## src/rtl/aes_controller.sv

```systemverilog
// aes_controller: control FSM for an iterative AES-128 encryption datapath.
// Takes a key beat and then a plaintext beat over a valid/ready handshake.
// It then steps the datapath through ten rounds of EXP/ARK/SUB/SHR/WB,
// runs a final key expansion and AddRoundKey, and pulses done for one cycle.
//
// Optional feature: define AES_CTRL_CMP_CHECK_EN to check the datapath
// round comparator (equ) and latch a sticky err on a mismatch. With the
// macro undefined, err is tied to 0 and equ/less/gt are ignored.
//
// Ports:
//   clk, rst_n          clock, asynchronous active-low reset
//   in_valid / in_ready 128-bit beat handshake (key beat first, then text beat)
//   equ, less, gt       datapath round-comparator flags
//   sel1, sel2, sel3    datapath mux selects
//   ld*                 datapath register load enables
//   busy, done, round   status: busy outside IDLE, one-cycle done, round 0..10
//   err                 sticky comparator-mismatch flag
module aes_controller (
    input  logic       clk,
    input  logic       rst_n,
    input  logic       in_valid,
    output logic       in_ready,
    input  logic       equ,
    input  logic       less,
    input  logic       gt,
    output logic       sel1,
    output logic       sel2,
    output logic       sel3,
    output logic       ldText,
    output logic       ldKey,
    output logic       ldExpanded,
    output logic       ldTextAfterAddRoundKey,
    output logic       ldTextAfterSubBytes,
    output logic       ldTextAfterShiftRows,
    output logic       busy,
    output logic       done,
    output logic [3:0] round,
    output logic       err
);

    localparam int unsigned ROUND_W = 4;
    localparam logic [ROUND_W-1:0] LAST_MIX_ROUND = ROUND_W'(9);
    localparam logic [ROUND_W-1:0] FINAL_ROUND    = ROUND_W'(10);

    typedef enum logic [3:0] {
        IDLE, KEYCAP, WAITTXT, EXP, ARK, SUB, SHR, WB, FEXP, FARK, DONE
    } state_t;

    state_t             state_q, state_d;
    logic [ROUND_W-1:0] round_q, round_d;
    logic               ld_text_wb;
    logic               accept_c;

    // in_ready is only ever high in IDLE/WAITTXT, so this marks a beat accepted there
    assign accept_c = in_valid & in_ready;

    // The input-beat load must land on the accepting edge; the WB load is registered
    assign ldText = ld_text_wb | accept_c;
    assign round  = round_q;

    // Next-state and round counter
    always_comb begin
        state_d = state_q;
        round_d = round_q;
        case (state_q)
            IDLE: begin
                round_d = '0;
                if (accept_c) state_d = KEYCAP;
            end
            KEYCAP:  state_d = WAITTXT;
            WAITTXT: begin
                if (accept_c) begin
                    state_d = EXP;
                    round_d = '0;
                end
            end
            EXP: state_d = ARK;
            ARK: state_d = SUB;
            SUB: state_d = SHR;
            SHR: state_d = WB;
            WB: begin
                round_d = round_q + ROUND_W'(1);
                state_d = (round_q == LAST_MIX_ROUND) ? FEXP : EXP;
            end
            FEXP: state_d = FARK;
            FARK: state_d = DONE;
            DONE: begin
                state_d = IDLE;
                round_d = '0;
            end
            default: begin
                state_d = IDLE;
                round_d = '0;
            end
        endcase
    end

    // State register; outputs are decoded from the next state so each one is
    // a flop that is valid for the whole cycle the FSM spends in that state
    always_ff @(posedge clk or negedge rst_n) begin
        if (!rst_n) begin
            state_q                <= IDLE;
            round_q                <= '0;
            in_ready               <= 1'b0;
            busy                   <= 1'b0;
            done                   <= 1'b0;
            sel1                   <= 1'b0;
            sel2                   <= 1'b0;
            sel3                   <= 1'b0;
            ld_text_wb             <= 1'b0;
            ldKey                  <= 1'b0;
            ldExpanded             <= 1'b0;
            ldTextAfterAddRoundKey <= 1'b0;
            ldTextAfterSubBytes    <= 1'b0;
            ldTextAfterShiftRows   <= 1'b0;
        end else begin
            state_q                <= state_d;
            round_q                <= round_d;
            in_ready               <= 1'b0;
            busy                   <= (state_d != IDLE);
            done                   <= 1'b0;
            sel1                   <= 1'b0;
            sel2                   <= 1'b0;
            sel3                   <= 1'b0;
            ld_text_wb             <= 1'b0;
            ldKey                  <= 1'b0;
            ldExpanded             <= 1'b0;
            ldTextAfterAddRoundKey <= 1'b0;
            ldTextAfterSubBytes    <= 1'b0;
            ldTextAfterShiftRows   <= 1'b0;
            case (state_d)
                IDLE:    in_ready <= 1'b1;
                KEYCAP: begin
                    ldKey <= 1'b1;
                    sel2  <= 1'b1;
                end
                WAITTXT: in_ready <= 1'b1;
                EXP:     ldExpanded <= 1'b1;
                ARK:     ldTextAfterAddRoundKey <= 1'b1;
                SUB:     ldTextAfterSubBytes <= 1'b1;
                SHR:     ldTextAfterShiftRows <= 1'b1;
                WB: begin
                    // Round 9 skips MixColumns: write back the ShiftRows result
                    ld_text_wb <= 1'b1;
                    sel1       <= 1'b1;
                    ldKey      <= 1'b1;
                    sel3       <= (round_d < LAST_MIX_ROUND);
                end
                FEXP:    ldExpanded <= 1'b1;
                FARK:    ldTextAfterAddRoundKey <= 1'b1;
                DONE:    done <= 1'b1;
                default: ;
            endcase
        end
    end

`ifdef AES_CTRL_CMP_CHECK_EN
    logic cmp_fail_c;
    logic unused_cmp;

    // The comparator must read "not final" in every WB and "final" in FEXP
    assign cmp_fail_c = ((state_q == WB) && equ) ||
                        ((state_q == FEXP) && (round_q == FINAL_ROUND) && !equ);
    assign unused_cmp = less ^ gt;

    // Sticky until reset; never disturbs the FSM flow
    always_ff @(posedge clk or negedge rst_n) begin
        if (!rst_n) begin
            err <= 1'b0;
        end else if (cmp_fail_c) begin
            err <= 1'b1;
        end
    end
`else
    logic unused_cmp;

    assign unused_cmp = equ ^ less ^ gt ^ (round_q == FINAL_ROUND);
    assign err        = 1'b0;
`endif

endmodule

```

## config.mk

```make
export PLATFORM = sky130hd
export DESIGN_NAME = aes_controller
export DESIGN_NICKNAME = d
export VERILOG_FILES = /design/src/rtl/aes_controller.sv
export SDC_FILE = /design/constraint.sdc
export NUM_CORES = 1
export LEC_CHECK = 0
export CORE_ASPECT_RATIO = 1.1
export CORE_MARGIN = 3
export CORE_UTILIZATION = 47
export CTS_CLUSTER_SIZE = 12
export DETAILED_ROUTE_END_ITERATION = 10
export GPL_TIMING_DRIVEN = 0
export MAX_ROUTING_LAYER = met4
export PLACE_DENSITY = 0.77
export SLEW_MARGIN = 20
export SYNTH_ARGS = -nofsm -noshare
export SYNTH_HDL_FRONTEND = slang
export SYNTH_SLANG_ARGS = --single-unit
export TNS_END_PERCENT = 50
```

## constraint.sdc

```tcl
create_clock -name clk -period 2 [get_ports clk]
set_input_delay 0.5 -clock clk [delete_from_list [all_inputs] [get_ports clk]]
set_output_delay 0.5 -clock clk [all_outputs]
set_load 0.05 [all_outputs]
```

==> impl_metrics.tcl, run 1 <==
set metrics [dict create \
    hp-class "reg2reg" \
    tns_ns 0 \
    fill_cells 162 \
    ant_nets 0 \
    crit_arrival_ns 1.46 \
    worst_slew_pin_slew_ns 0.8020 \
    place_congestion 0.8034 \
    wire_per_inst_um 13.47 \
    clk_path_buf_depth 2 \
    worst-path-buf-inv 1 \
    dieArea_um2 2551 \
    utilization 0.6401 \
    ys_ff_latch 19 \
    hpwl_um 1357 \
    fin_cells 137 \
    fp.dieH_um 52.68 \
    outcome "completed" \
    antenna_found_initial 0 \
    grt_pass1_vias 685 \
    dr_total_vias 722 \
    final_area_um2 1166 \
    rows 16 \
    io_pins 23 \
    cp-start-kind "flop" \
    place_area_um2 1145 \
    port_buffers 18 \
    ctsResizeCount 9 \
    grt_pass1_wl_um 3153 \
    route.detailed.drc 0 \
    start_util 0.5110 \
    grtUsageTotal 0.1655 \
    ys_seq_area_frac 0.5108 \
    cts_buffers 3 \
    period_needed_ns 1.955 \
    path_max_fanout 1 \
    syn_area_um2 930.9 \
    crit_chain "clkdlybuf4s50_1" \
    synth_nets 96 \
    grt_max_degree 20 \
    area_growth_pct 25.27 \
    whs_ns 0.5752 \
    ir_drop_mv 1.031 \
    syn_avg_cell_area_um2 10.58 \
    num-nets-final 119 \
    drv_slew 0 \
    cts.clk_slew.worst_paths_ns 0.10 \
    final.setup_skew_ns 0.002678 \
    critical_path.max_stage_delay_ns 0.80 \
    post_cts_buffers 0 \
    setup_viol 0 \
    drt-initial-drc-count 30 \
    diodes 0 \
    die_x_um 48.44 \
    cp_slowest_cell "clkdlybuf4s50_1" \
    final_cell_mix "dfrtp_1, clkdlybuf4s50_1, nor2_1" \
    syn_inst 88 \
    power_density_nw_per_um2 1836 \
    endpoint_kind "output port" \
    crit_type "reg2out" \
    drive_gt1_frac 0.1636 \
    p_leak_uw 0.0005634 \
    cp.required_ns 1.50 \
    coreArea_um2 1822 \
    max-cap-violations 0 \
    synth.distinct_cells 38 \
    ctsHoldBuffers 0 \
    cts_sinks 19 \
    max_freq_mhz 511.5 \
    dr.pass1.iters 4 \
    vias_per_cell 5.270 \
    cpLargestDelayFamily "buffers and inverters" \
    htreeDepth 1 \
    relSlewSlack 0.4637 \
    wirelength_um 1845 \
    cts_tree "built" \
    clock_latency_ns 0.29 \
    clockRootBuffer "clkbuf_4" \
    grt.overflow.total 0 \
    yosysWarnings 0 \
    finalHoldViolCount 0 \
    min_period_over_period 0.9775 \
    final_common_cell "dfrtp_1" \
    dp_cells 133 \
]
==> layer usage <==
layer / wire (µm) / global-route usage
met2: 936 / 0.2844
met3: 85 / 0.03134
met1: 803 / 0.1856
met4: 19 / 0.09005
met5: 0 / -
==> final cells by class <==
class	count	area, µm²	area share
flip-flops and latches	19	475.5	0.4077
multi-input cells	60	406.6	0.3487
repair buffers	18	175.2	0.1502
plain buffers	5	33.78	0.02897
well taps	27	33.78	0.02897
clock buffers	4	26.28	0.02253
inverters	4	15.01	0.01288
==> worst paths after layout <==
| check | start | endpoint | slack, ns | cells past startpoint |
|---|---|---|---|---|
| max | sel3 | sel3 | 0.04 | 1 |
| min in group asynchronous | rst_n | ldTextAfterSubBytes | 0.66 | 1 |
| max in group asynchronous | rst_n | round[3] | 0.84 | 1 |
| min | state_q[3] | sel2 | 0.58 | 2 |
| max reg2reg | round[0] | sel3 | 0.21 | 5 |
| min reg2reg | state_q[3] | sel2 | 0.58 | 2 |
==> report_power, final <==
group / leakage, µW / internal, µW / total (µW) / switching [µW]
logic: 0.000304 / 443 / 1320 / 872
clock network: 0.0000150 / 77.6 / 189 / 111
registers: 0.000244 / 522 / 637 / 114
total: 0.000563 / 1040 / 2140 / 1100
==> sequential cells by signal (all words and copies together), names as in the netlist <==
signal,cells
round,4
state_q,4
busy,1
done,1
in_ready,1
ldExpanded,1
ldKey,1
ldTextAfterAddRoundKey,1
ldTextAfterShiftRows,1
ldTextAfterSubBytes,1
ld_text_wb,1
sel2,1
sel3,1
==> per-stage QoR <==
step | worst slack (ns) | total power [µW]
floorplan | 0.1247 | 1600
global placement | -0.4837 | 1940
detailed placement | -0.4893 | 1979
CTS | 0.02089 | 2141
global route | -0.003016 | 2268
finish | 0.04493 | 2141
==> cell families after synthesis <==
logic type | after synthesis | share of synthesized area
muxes | 1 | 0.01075
DFF | 19 | 0.5108
and+or+nand+nor | 35 | 0.2097
other | 1 | 0.004028
buffers and inverters | 9 | 0.05241
adders and majority gates | 2 | 0.02688
AOI/OAI and AO/OA | 19 | 0.1667
xor gates and xnor gates | 2 | 0.01882
==> synthesized netlist by cell type <==
cell type  instances  area share
buf_6              1       0.012
o2bb2ai_4          1       0.030
nand2b_1           3       0.020
buf_4              1      0.0081
nor2b_4            1       0.015
nand3b_1           1      0.0081
or3_1              1      0.0067
and2_4             1      0.0094
o21ai_0            1      0.0054
ha_1               2       0.027
nor2_1            10       0.040
a211o_1            1      0.0094
nor3b_1            1      0.0081
a21oi_1            3       0.016
dfrtp_1           19        0.51
xor2_1             2       0.019
o21a_1             1      0.0081
nand3_1            2       0.011
nor3_1             2       0.011
or2_2              2       0.013
a2111o_1           1       0.012
nand2b_2           1      0.0094
o21ai_1            2       0.011
o22ai_1            2       0.013
o31ai_2            1       0.013
mux2i_1            1       0.011
or2b_1             1      0.0081
or2_4              1      0.0094
nand2_1            6       0.024
inv_1              4       0.016
conb_1             1      0.0040
buf_2              2       0.011
a31oi_1            2       0.013
nor4_1             1      0.0067
a21o_1             2       0.016
or3b_2             1      0.0094
a32oi_1            2       0.019
clkbuf_2           1      0.0054
(Power assumes the default switching activity.)
==> inputs of run 2 (changes only) <==
--- a/config.mk
+++ b/config.mk
@@ -5,6 +5,7 @@
 export SDC_FILE = /design/constraint.sdc
 export NUM_CORES = 1
 export LEC_CHECK = 0
+export ABC_AREA = 0
 export CORE_ASPECT_RATIO = 1.1
 export CORE_MARGIN = 3
 export CORE_UTILIZATION = 47
==> results of run 2 <==
Same layout as run 1: the final DEF is identical, and so are final timing and power.
==> inputs of run 3 (changes only) <==
--- a/config.mk
+++ b/config.mk
@@ -14,6 +14,7 @@
 export GPL_TIMING_DRIVEN = 0
 export MAX_ROUTING_LAYER = met4
 export PLACE_DENSITY = 0.77
+export SKIP_LAST_GASP = 1
 export SLEW_MARGIN = 20
 export SYNTH_ARGS = -nofsm -noshare
 export SYNTH_HDL_FRONTEND = slang
==> impl_metrics.tcl, run 3 (synthesis gave the netlist of run 1 again) <==
set metrics [dict create \
    area_growth_pct 26.61 \
    min_period_over_period 1.025 \
    wirelength_um 1877 \
    cp.required_ns 1.50 \
    r2r-start "round[0]" \
    whs_path_depth 2 \
    fp.dieH_um 52.68 \
    clock_latency_ns 0.29 \
    dieArea_um2 2551 \
    io_pins 23 \
    antenna_found_initial 0 \
    period_needed_ns 2.050 \
    whs_ns 0.5780 \
    hp-class "reg2reg" \
    hold_end "sel2" \
    worst_slew_pin_slew_ns 0.8054 \
    drv_slew 0 \
    max-cap-violations 0 \
    die_x_um 48.44 \
    cts_buffers 3 \
    ant_nets 0 \
    cts_tree "built" \
    grt_pass1_wl_um 3167 \
    final.setup_skew_ns 0.002863 \
    max_freq_mhz 487.7 \
    grt_pass1_vias 695 \
    wire_per_inst_um 13.70 \
    grt.overflow.total 0 \
    place_congestion 0.8034 \
    drive_gt1_frac 0.1636 \
    final_common_cell "dfrtp_1" \
    ir_drop_mv 1.033 \
    dr.pass1.iters 4 \
    drt-initial-drc-count 27 \
    fin_ws_ns -0.05032 \
    power_density_nw_per_um2 1839 \
    num-nets-final 119 \
    setup_viol 1 \
    rows 16 \
    final_cell_mix "dfrtp_1, clkdlybuf4s50_1, nor2_1" \
    crit_type "in2out" \
    min_from "state_q[3]" \
    clockRootBuffer "clkbuf_4" \
    post_cts_buffers 0 \
    coreArea_um2 1822 \
    violations "setup timing" \
    grtUsageTotal 0.1661 \
    dr_total_vias 726 \
    start_util 0.5110 \
    endpoint_kind "output port" \
    port_buffers 18 \
    cts.clk_slew.worst_paths_ns 0.10 \
    cp-start-kind "input pin" \
    reg2reg_slack_ns 0.22 \
    cts_sinks 19 \
    r2r_cells 5 \
    hpwl_um 1357 \
    crit_arrival_ns 1.55 \
    vias_per_cell 5.299 \
    grt_max_degree 20 \
    relSlewSlack 0.4614 \
    finalPower_uw 2167 \
    fill_cells 164 \
    diodes 0 \
    r2r_end "sel3" \
    clk_path_buf_depth 2 \
    route.detailed.drc 0 \
    finalHoldViolCount 0 \
    outcome "finished with violations" \
    path_max_fanout 4 \
    p_leak_uw 0.0005712 \
    rsz0062_at_grt "true" \
    htreeDepth 1 \
]
## run 3: changes by cell type in the layout (fill, tap and decap cells not counted), sizes merged
cell,delta
clkdlybuf4s15,+1
dlygate4sd2,-3
clkdlybuf4s50,+2
buf,-1
dlymetal6s2s,+1
## run 3: timing repair
action,4_1_cts,5_1_grt
setup endpoints to repair,5,6
hold buffers,0,0
pin swaps,0,0
cloned,0,0
gates resized for setup,4,3
## run 3: critical path, stage by stage
cell and delay, ns:
clkdlybuf4s50_1 0.48, nand2_1 0.11, nand2b_1 0.09, clkdlybuf4s15_2 0.37
## run 3: layout make-up
cell class                 count  area (µm²)  share of cell area
tap                           27       33.78             0.02866
clock buffer                   4       26.28             0.02229
inverter                       4       15.01             0.01274
buffer                         5       33.78             0.02866
multi-input combinational     60       406.6              0.3450
timing repair buffer          18       187.7              0.1592
sequential                    19       475.5              0.4034
## run 3: layer usage
| layer | global-route usage | vias up | routed length [µm] |
|---|---|---|---|
| li1 | - | 343 | - |
| met3 | 0.03134 | 4 | 86 |
| met1 | 0.1874 | 353 | 798 |
| met4 | 0.09005 | 0 | 24 |
| met5 | - | - | 0 |
| met2 | 0.2844 | 26 | 968 |
## run 3: how the worst max path moves through the flow
stage	from	endpoint	slack, ns
final	in_valid	ldText	-0.05
after floorplan	round[0]	sel3	0.12
after CTS	round[2]	round[2]	-0.13
after global routing	in_valid	ldText	-0.10
after detailed placement	in_valid	ldText	-0.49
after global placement	in_valid	ldText	-0.48
## run 3: through the flow
step | cell area, µm² | setup slack (ns) | utilization | setup TNS [ns] | instances
after floorplan | 930.9 | 0.1247 | - | 0 | 88
after global placement | 1145 | -0.4837 | 0.6284 | -0.7092 | 133
after detailed placement | 1145 | -0.4893 | 0.6284 | -0.7787 | 133
after CTS | 1171 | -0.1272 | 0.6429 | -0.3538 | 137
after global routing | 1179 | -0.1033 | 0.6470 | -0.1398 | 137
final | 1179 | -0.05032 | 0.6470 | -0.05032 | 137
## run 3: report_power, final
part,total [µW],internal [µW],switching (µW)
combinational,1340,466,872
clock,189,77.6,112
sequential,640,522,118
